`src/rtl/rgb_fader_if.sv`:
```
// rtl/rgb_fader_if.sv - target-load and status bundle for rgb_fader
interface rgb_fader_if;
    logic       i_load;
    logic [7:0] i_tgt_r;
    logic [7:0] i_tgt_g;
    logic [7:0] i_tgt_b;
    logic       o_busy;
    logic       o_done;

    modport master (output i_load, i_tgt_r, i_tgt_g, i_tgt_b, input o_busy, o_done);
    modport slave  (input i_load, i_tgt_r, i_tgt_g, i_tgt_b, output o_busy, o_done);
endinterface

```
`src/rtl/rgb_fader.sv`:
```
// rtl/rgb_fader.sv - three-channel LED fader driving 8-bit PWM outputs
// Optional squared-level gamma stage enabled by defining RGB_FADER_GAMMA_EN.
module rgb_fader #(
    parameter int STEP_TICKS = 4
) (
    input  logic       i_clk,
    input  logic       i_rst,
    input  logic       i_stb,
    rgb_fader_if.slave bus,
    output logic       o_pwm_r,
    output logic       o_pwm_g,
    output logic       o_pwm_b
);
    typedef enum logic {S_IDLE = 1'b0, S_RAMP = 1'b1} state_t;

    localparam logic [7:0] LAST_TICK = 8'(STEP_TICKS - 1);

    state_t          r_state;
    state_t          w_state_next;
    logic [2:0][7:0] r_level;
    logic [2:0][7:0] r_tgt;
    logic [2:0][7:0] r_duty;
    logic [2:0][7:0] w_duty_src;
    logic [2:0][7:0] w_tgt_in;
    logic [7:0]      r_pwm_cnt;
    logic [7:0]      r_tick_cnt;
    logic [2:0]      r_pwm;
    logic            r_done;
    logic            w_all_eq;
    logic            w_ramp_stb;
    logic            w_step;

    assign w_tgt_in   = {bus.i_tgt_b, bus.i_tgt_g, bus.i_tgt_r};
    assign w_all_eq   = (r_level == r_tgt);
    // A load in the same cycle as a strobe suppresses both the tick and the step.
    assign w_ramp_stb = (r_state == S_RAMP) && !bus.i_load && !w_all_eq && i_stb;
    assign w_step     = w_ramp_stb && (r_tick_cnt == LAST_TICK);

    always_ff @(posedge i_clk) begin
        if (i_rst) begin
            r_state <= S_IDLE;
        end else begin
            r_state <= w_state_next;
        end
    end

    always_comb begin
        w_state_next = r_state;
        if (bus.i_load) begin
            w_state_next = S_RAMP;
        end else if ((r_state == S_RAMP) && w_all_eq) begin
            w_state_next = S_IDLE;
        end
    end

    always_comb begin
        bus.o_busy = (r_state == S_RAMP);
        bus.o_done = r_done;
    end

    always_ff @(posedge i_clk) begin
        if (i_rst) begin
            r_tgt      <= '0;
            r_level    <= '0;
            r_tick_cnt <= '0;
            r_done     <= 1'b0;
        end else begin
            r_done <= (r_state == S_RAMP) && !bus.i_load && w_all_eq;
            if (bus.i_load) begin
                r_tgt      <= w_tgt_in;
                r_tick_cnt <= '0;
            end else if (w_step) begin
                r_tick_cnt <= '0;
            end else if (w_ramp_stb) begin
                r_tick_cnt <= r_tick_cnt + 8'd1;
            end
            for (int c = 0; c < 3; c++) begin
                if (w_step && (r_level[c] < r_tgt[c])) begin
                    r_level[c] <= r_level[c] + 8'd1;
                end else if (w_step && (r_level[c] > r_tgt[c])) begin
                    r_level[c] <= r_level[c] - 8'd1;
                end
            end
        end
    end

`ifdef RGB_FADER_GAMMA_EN
    logic [2:0][7:0] r_gam;

    function automatic logic [7:0] gamma8(input logic [7:0] lvl);
        logic [15:0] sq;
        sq = {8'd0, lvl} * {8'd0, lvl};
        return sq[15:8];
    endfunction

    always_ff @(posedge i_clk) begin
        if (i_rst) begin
            r_gam <= '0;
        end else begin
            for (int c = 0; c < 3; c++) begin
                r_gam[c] <= gamma8(r_level[c]);
            end
        end
    end

    assign w_duty_src = r_gam;
`else
    assign w_duty_src = r_level;
`endif

    always_ff @(posedge i_clk) begin
        if (i_rst) begin
            r_pwm_cnt <= '0;
            r_duty    <= '0;
            r_pwm     <= '0;
        end else begin
            r_pwm_cnt <= r_pwm_cnt + 8'd1;
            r_duty    <= w_duty_src;
            for (int c = 0; c < 3; c++) begin
                r_pwm[c] <= (r_duty[c] > r_pwm_cnt);
            end
        end
    end

    assign o_pwm_r = r_pwm[0];
    assign o_pwm_g = r_pwm[1];
    assign o_pwm_b = r_pwm[2];
endmodule

```
`src/flat_wrapper.sv`:
```
// flat-port wrapper written by rule: the top's interface ports become plain ports
module rgb_fader_flat 
#(
    parameter int STEP_TICKS = 4
)
  (i_clk, i_rst, i_stb, o_pwm_r, o_pwm_g, o_pwm_b, bus_i_load, bus_i_tgt_r, bus_i_tgt_g, bus_i_tgt_b, bus_o_busy, bus_o_done);
  rgb_fader_if bus_i ();
  input  logic i_clk;
  input  logic i_rst;
  input  logic i_stb;
  output logic o_pwm_r;
  output logic o_pwm_g;
  output logic o_pwm_b;
  input wire logic [$bits(bus_i.i_load)-1:0] bus_i_load;
  input wire logic [$bits(bus_i.i_tgt_r)-1:0] bus_i_tgt_r;
  input wire logic [$bits(bus_i.i_tgt_g)-1:0] bus_i_tgt_g;
  input wire logic [$bits(bus_i.i_tgt_b)-1:0] bus_i_tgt_b;
  output wire logic [$bits(bus_i.o_busy)-1:0] bus_o_busy;
  output wire logic [$bits(bus_i.o_done)-1:0] bus_o_done;
  assign bus_i.i_load = bus_i_load;
  assign bus_i.i_tgt_r = bus_i_tgt_r;
  assign bus_i.i_tgt_g = bus_i_tgt_g;
  assign bus_i.i_tgt_b = bus_i_tgt_b;
  assign bus_o_busy = bus_i.o_busy;
  assign bus_o_done = bus_i.o_done;
  rgb_fader #(.STEP_TICKS(STEP_TICKS)) u_core (.i_clk(i_clk), .i_rst(i_rst), .i_stb(i_stb), .bus(bus_i), .o_pwm_r(o_pwm_r), .o_pwm_g(o_pwm_g), .o_pwm_b(o_pwm_b));
endmodule
```
`config.mk`:
```
export PLATFORM = sky130hd
export DESIGN_NAME = rgb_fader_flat
export DESIGN_NICKNAME = d
export VERILOG_FILES = /design/src/rtl/rgb_fader_if.sv /design/src/rtl/rgb_fader.sv /design/src/flat_wrapper.sv
export SDC_FILE = /design/constraint.sdc
export NUM_CORES = 1
export LEC_CHECK = 0
export CORE_ASPECT_RATIO = 0.7
export CORE_MARGIN = 2
export CORE_UTILIZATION = 30
export CTS_BUF_LIST = sky130_fd_sc_hd__clkbuf_2 sky130_fd_sc_hd__clkbuf_4 sky130_fd_sc_hd__clkbuf_8
export CTS_CLUSTER_DIAMETER = 40
export DETAILED_ROUTE_END_ITERATION = 12
export PLACE_DENSITY_LB_ADDON = 0.08
export SLEW_MARGIN = 25
export SYNTH_ARGS = -nofsm -noshare
export SYNTH_HDL_FRONTEND = slang
export SYNTH_SLANG_ARGS = --single-unit
```
`constraint.sdc`:
```
create_clock -name i_clk -period 11.3 [get_ports i_clk]
set_clock_uncertainty 0.2 [all_clocks]
set_input_delay 1.695 -clock i_clk [delete_from_list [all_inputs] [get_ports i_clk]]
set_output_delay 1.695 -clock i_clk [all_outputs]
set_load 0.05 [all_outputs]
```
# ---- After elaboration in Yosys (flattened, before gate mapping)
# Cells that the tools add are included.
# W data, S select, Z words.
dict set report classes {
  n_addsub 8
  magnitude_cmp 9
  n_eq_ne 2
  mux 8
  n_reduce_logical 19
}
# operator n
set ops {}
lappend ops {{$gt A8 B8 Y1} 6}
lappend ops {{$mux W8} 6}
lappend ops {{$add A8 B1 Y8 const B} 5}
lappend ops {{$eq A24 B24 Y1} 1}
lappend ops {{$lt A8 B8 Y1} 3}
lappend ops {{$sub A8 B1 Y8 const B} 3}
lappend ops {{$logic_and A1 B1 Y1} 12}
lappend ops {{$eq A8 B2 Y1 const B} 1}
lappend ops {{$reduce_bool A2 Y1} 4}
lappend ops {{$reduce_or A3 Y1} 1}
lappend ops {{$logic_not A1 Y1} 2}
lappend ops {{$mux W1} 2}
dict set report totals {
  ff_bits 93
  input_bits 28
}

# ---- Logic depth before layout (Yosys ltp)
dict set report depth {
  ltp_word 8
  mapped_depth 15
  ltp_nobuf 14
}

# ---- Least setup slack after synthesis
# OpenSTA, ideal clock, no wires.
dict set report synth_path {
  path_type {input to register}
  start {input bus_i_load}
  end {register u_core.r_level[15] (netlist bit)}
  arrival_time_ps 4566
  required_ps 10977
  setup_slack_ps 6410
  path_stages 12
  path_cell_list {buf_2 -> nand3b_4 -> a21oi_4 -> nand3_2 -> or3_1 -> ha_1 -> a21oi_1 -> o211ai_1 -> o41ai_1 -> o2111ai_2 -> o41ai_2 -> mux2_1}
}
dict set report synth_between {
  elab_chain_len 7
  elab_cells_between_ends 9
}
# element line
set synth_lines {}
lappend synth_lines {{start, declared} flat_wrapper.sv:14} ;# input wire logic [$bits(bus_i.i_load)-1:0] bus_i_load;
lappend synth_lines {{$logic_not A1 Y1 *} rgb_fader.sv:36} ;# assign w_ramp_stb = (r_state == S_RAMP) && !bus.i_load && !w_all_eq && i_stb;
lappend synth_lines {{$logic_and A1 B1 Y1 * (3 in series)} rgb_fader.sv:36}
lappend synth_lines {{$logic_and A1 B1 Y1 *} rgb_fader.sv:37} ;# assign w_step = w_ramp_stb && (r_tick_cnt == LAST_TICK);
lappend synth_lines {{$logic_and A1 B1 Y1, on equally long branches} {rgb_fader.sv:78, rgb_fader.sv:80}}
lappend synth_lines {{$mux W8 or $reduce_bool A2 Y1 (tied branches)} -}
lappend synth_lines {{end signal, assigned by index} rgb_fader.sv:79} ;# r_level[c] <= r_level[c] + 8'd1;
lappend synth_lines {{end signal, assigned by index} rgb_fader.sv:81} ;# r_level[c] <= r_level[c] - 8'd1;
lappend synth_lines {{end, declared} rgb_fader.sv:20} ;# logic [2:0][7:0] r_level;
# Every way passes the cells marked *; elsewhere a longest branch is shown, timed or not.
# A chain may end at the register's enable or synchronous reset.

# ---- Worst setup path in the final report
dict set report layout_path {
  start {input bus_i_load}
  end {register u_core.r_level[23] (netlist bit)}
}
# The elaborated chain is that of the path after synthesis.

==> flow_summary.yaml <==
status:
  outcome: "finished clean"
die:
  ios: 33
  die_y_um: 115
  row_count: 40
  core-area_um2: 17200
  initial_utilization_pct: 30.7
  fp.dieW_um: 162
  die_area_um2: 18700
pwr:
  power.total_uw: 660
  powerDensity_nw_per_um2: 109
  peakVddDrop_mv: 0.0470
  power_switching_uw: 165
  internal-power_uw: 496
  seqPwrFrac_pct: 51.4
  power_frac_clock_pct: 38.2
  combPwrFrac_pct: 10.4
  p_sw_share_pct: 24.9
  static-leakage-power_nw: 2.50
setup_path:
  r2r-start: "u_core.r_level[0]$_SDFFE_PP0P_"
  crit_fanout: 27
  worst-endpoint-required_ns: 11.36
  worst_setup_path_start_kind: "primary input"
  cp-end-kind: "flop"
  arrival_ns: 5.61
  rrSetupSlack_ns: 6.63
  rr_worst_depth: 14
  reg2reg_to: "u_core.r_level[23]$_SDFFE_PP0P_"
  path_class: "in -> reg"
hold_path:
  min_to: "u_core.r_tgt[21]$_SDFFE_PP0P_"
  worst_hold_path_type: "reg -> reg"
  hp-start: "u_core.r_tgt[21]$_SDFFE_PP0P_"
  hold_depth: 2
clocking:
  cts_tree: "built"
  ctsResizeCount: 0
  clkTransAtPathRegs_ns: 0.09
  cts_sinks: 93
  clk_path_buf_depth: 2
  clockRootBuffer: "clkbuf_8"
  clock_latency_ns: 0.38
  numCtsBuffers: 9
  hold_buffers: 0
  post_cts_buffers: 0
  htreeDepth: 3
grt:
  grt_pass1_wl_um: 19700
  grt_max_degree: 88
  antenna_found_initial: 0
  grt_pass1_vias: 3904
  grt-ovfl-total: 0
  track_usage_pct: 13.6
routing:
  wirelength_um: 11900
  drc: 0
  drt_iter0_drc: 165
  first_pass_iters: 4
  routedWlPerCell_um: 14.4
  num_vias: 3897
  avgViaCountPerCell: 4.70
  ant_nets: 0
logic_synthesis:
  async_flop_share_pct: 0
  synth-simple-area-share_pct: 19.1
  synthFlopType: "dfxtp_1"
  syn_avg_cell_area_um2: 9.38
  yosys-top-cells-area: "dfxtp_1 35%, ha_1 16%, mux2i_1 6.6%"
  synth_top_family_by_area: "simple AND/OR/NAND/NOR gates"
  yosysTopAreaCell: "dfxtp_1"
  yosysWarningCount: 0
  synth.distinct_cells: 56
  synth_xor_area_share_pct: 4.49
  synthAdderAreaFrac_pct: 17.3
  synth-edff-count: 0
  synth_cells: 562
  yosysTopAreaCellShare_pct: 35.3
  synth_area_um2: 5270
  synthMuxAreaShare_pct: 7.29
  ys_seq_area_share_pct: 35.3
  synth_compound_area_share_pct: 12.4
  synth_nets: 661
  ys_ff_latch: 93
sta:
  slew_violations: 0
  hold-worst-slack_ns: 0.299
  post-route-period-util_pct: 49.1
  final-setup-viol-count: 0
  fin_tns_setup_ns: 0
  min_period_ns: 5.55
  rsz0062_at_grt: "false"
  slew_headroom_pct: 38.4
  clock.fmax_mhz: 180
  tightest_slew_ns: 0.924
  hold_viol_final: 0
cells_and_area:
  syn_to_final_growth_pct: 14.7
  fill_cells: 1757
  drive_above_1_share_pct: 7.02
  nets: 693
  antenna-diode-count: 0
placed_design:
  routabilityCongestion: 0.760
  io_buffers: 32
  hpwl_um: 9040
job:
  cap_violations: 0
## cell usage in the layout, fill, tap and decap left out, types with 3 or more instances in the layout
cell type / instances
a21oi_1: 36
xnor2_1: 21
nor2b_1: 26
dfxtp_1: 93
o41ai_1: 3
nand3_1: 17
clkbuf_8: 10
clkdlybuf4s50_1: 31
nand2_1: 11
nor3_1: 3
a21o_1: 12
o21a_1: 3
nand4_1: 11
and3_1: 6
mux2i_1: 35
fa_1: 3
nor2_1: 74
nand4b_1: 3
xor2_1: 6
or2_2: 3
inv_1: 41
o211ai_1: 7
nor3b_1: 3
nand2b_1: 5
o21ai_0: 19
ha_1: 68
or3_1: 3
## how the worst max path moves through the flow
stage,from,endpoint,slack (ns),depth (start not counted)
after floorplan,bus_i_load,u_core.r_level[15]$_SDFFE_PP0P_,6.41,12
after global placement,bus_i_load,u_core.r_level[23]$_SDFFE_PP0P_,5.52,13
after detailed placement,bus_i_load,u_core.r_level[15]$_SDFFE_PP0P_,5.34,13
after CTS,bus_i_load,u_core.r_level[15]$_SDFFE_PP0P_,5.76,13
after global routing,bus_i_load,u_core.r_level[23]$_SDFFE_PP0P_,5.57,13
final,bus_i_load,u_core.r_level[23]$_SDFFE_PP0P_,5.75,13
## layout make-up
class	instances	area (um2)	area share, %
Multi-Input combinational cell	415	3190	52.8
Sequential cell	93	1860	30.8
Clock buffer	10	138	2.28
Inverter	41	154	2.54
Clock inverter	5	83.8	1.39
Timing Repair Buffer	34	330	5.46
Tap cell	231	289	4.78
## Yosys cell counts, drive strengths merged (2+ instances only)
cell type  number
dfxtp          93
nor2           76
ha             68
inv            41
a21oi          38
mux2i          35
nor2b          26
xnor2          21
o21ai          20
nand3          18
a21o           13
nand4          12
nand2          11
clkbuf          8
and3            7
o211ai          7
xor2            6
buf             5
nand2b          5
o41ai           5
nor3            4
fa              3
mux2            3
nand3b          3
nand4b          3
nor3b           3
nor4            3
o21a            3
or2             3
or3             3
a31oi           2
and4            2
o2111ai         2
o21bai          2
## power by group through the flow
stage | logic [mW] | registers [mW] | clock network (mW)
6_report | 0.0689 | 0.339 | 0.252
5_1_grt | 0.0771 | 0.341 | 0.279
3_5_place_dp | 0.0701 | 0.347 | 0
3_3_place_gp | 0.0686 | 0.347 | 0
2_1_floorplan | 0.0438 | 0.350 | 0
4_1_cts | 0.0704 | 0.340 | 0.265
## through the flow
step	cells	setup WS, ns	cell area (um2)	utilization (%)
after CTS	829	5.76	6050	35.2
after floorplan	562	6.41	5270	-
final	829	5.75	6050	35.2
after global placement	814	5.52	5830	33.9
after global routing	829	5.57	6050	35.2
after detailed placement	814	5.34	5830	33.9
## flip-flops by register name, summed over array words and instances (netlist names)
register / cells
u_core.bus.o_done: 1
u_core.bus.o_busy: 1
u_core.r_pwm: 3
u_core.r_tick_cnt: 8
u_core.r_level: 24
u_core.r_pwm_cnt: 8
u_core.r_tgt: 24
u_core.r_duty: 24
## per-layer routing
layer | up-vias | track usage [%] | wire [um]
li1 | 2033 | - | -
met1 | 1800 | 19.4 | 6480
met2 | 52 | 20.1 | 4840
met3 | 12 | 3.50 | 459
met4 | 0 | 4.07 | 159
met5 | - | 0 | 0
## worst max-delay path: stages
cell and delay [ns]:
clkdlybuf4s50_1 0.39, buf_4 0.27, nand3b_4 0.25, a21oi_4 0.23, nand3_2 0.27, or3_1 0.59, ha_1 0.33, a21oi_1 0.20
o211ai_1 0.15, o41ai_1 0.53, o2111ai_2 0.23, o41ai_2 0.09, mux2_1 0.36
## cell families (layout without fill, tap and decap cells)
kind of cell,count (synthesis),count (layout)
AND/OR/NAND/NOR,182,182
AO/OA/AOI/OAI,97,97
flip-flops,93,93
adder cells (fa/ha/maj),71,71
buffers and inverters,54,90
multiplexers,38,38
XOR/XNOR,27,27
Note: power is estimated with default switching activity, not from simulation.
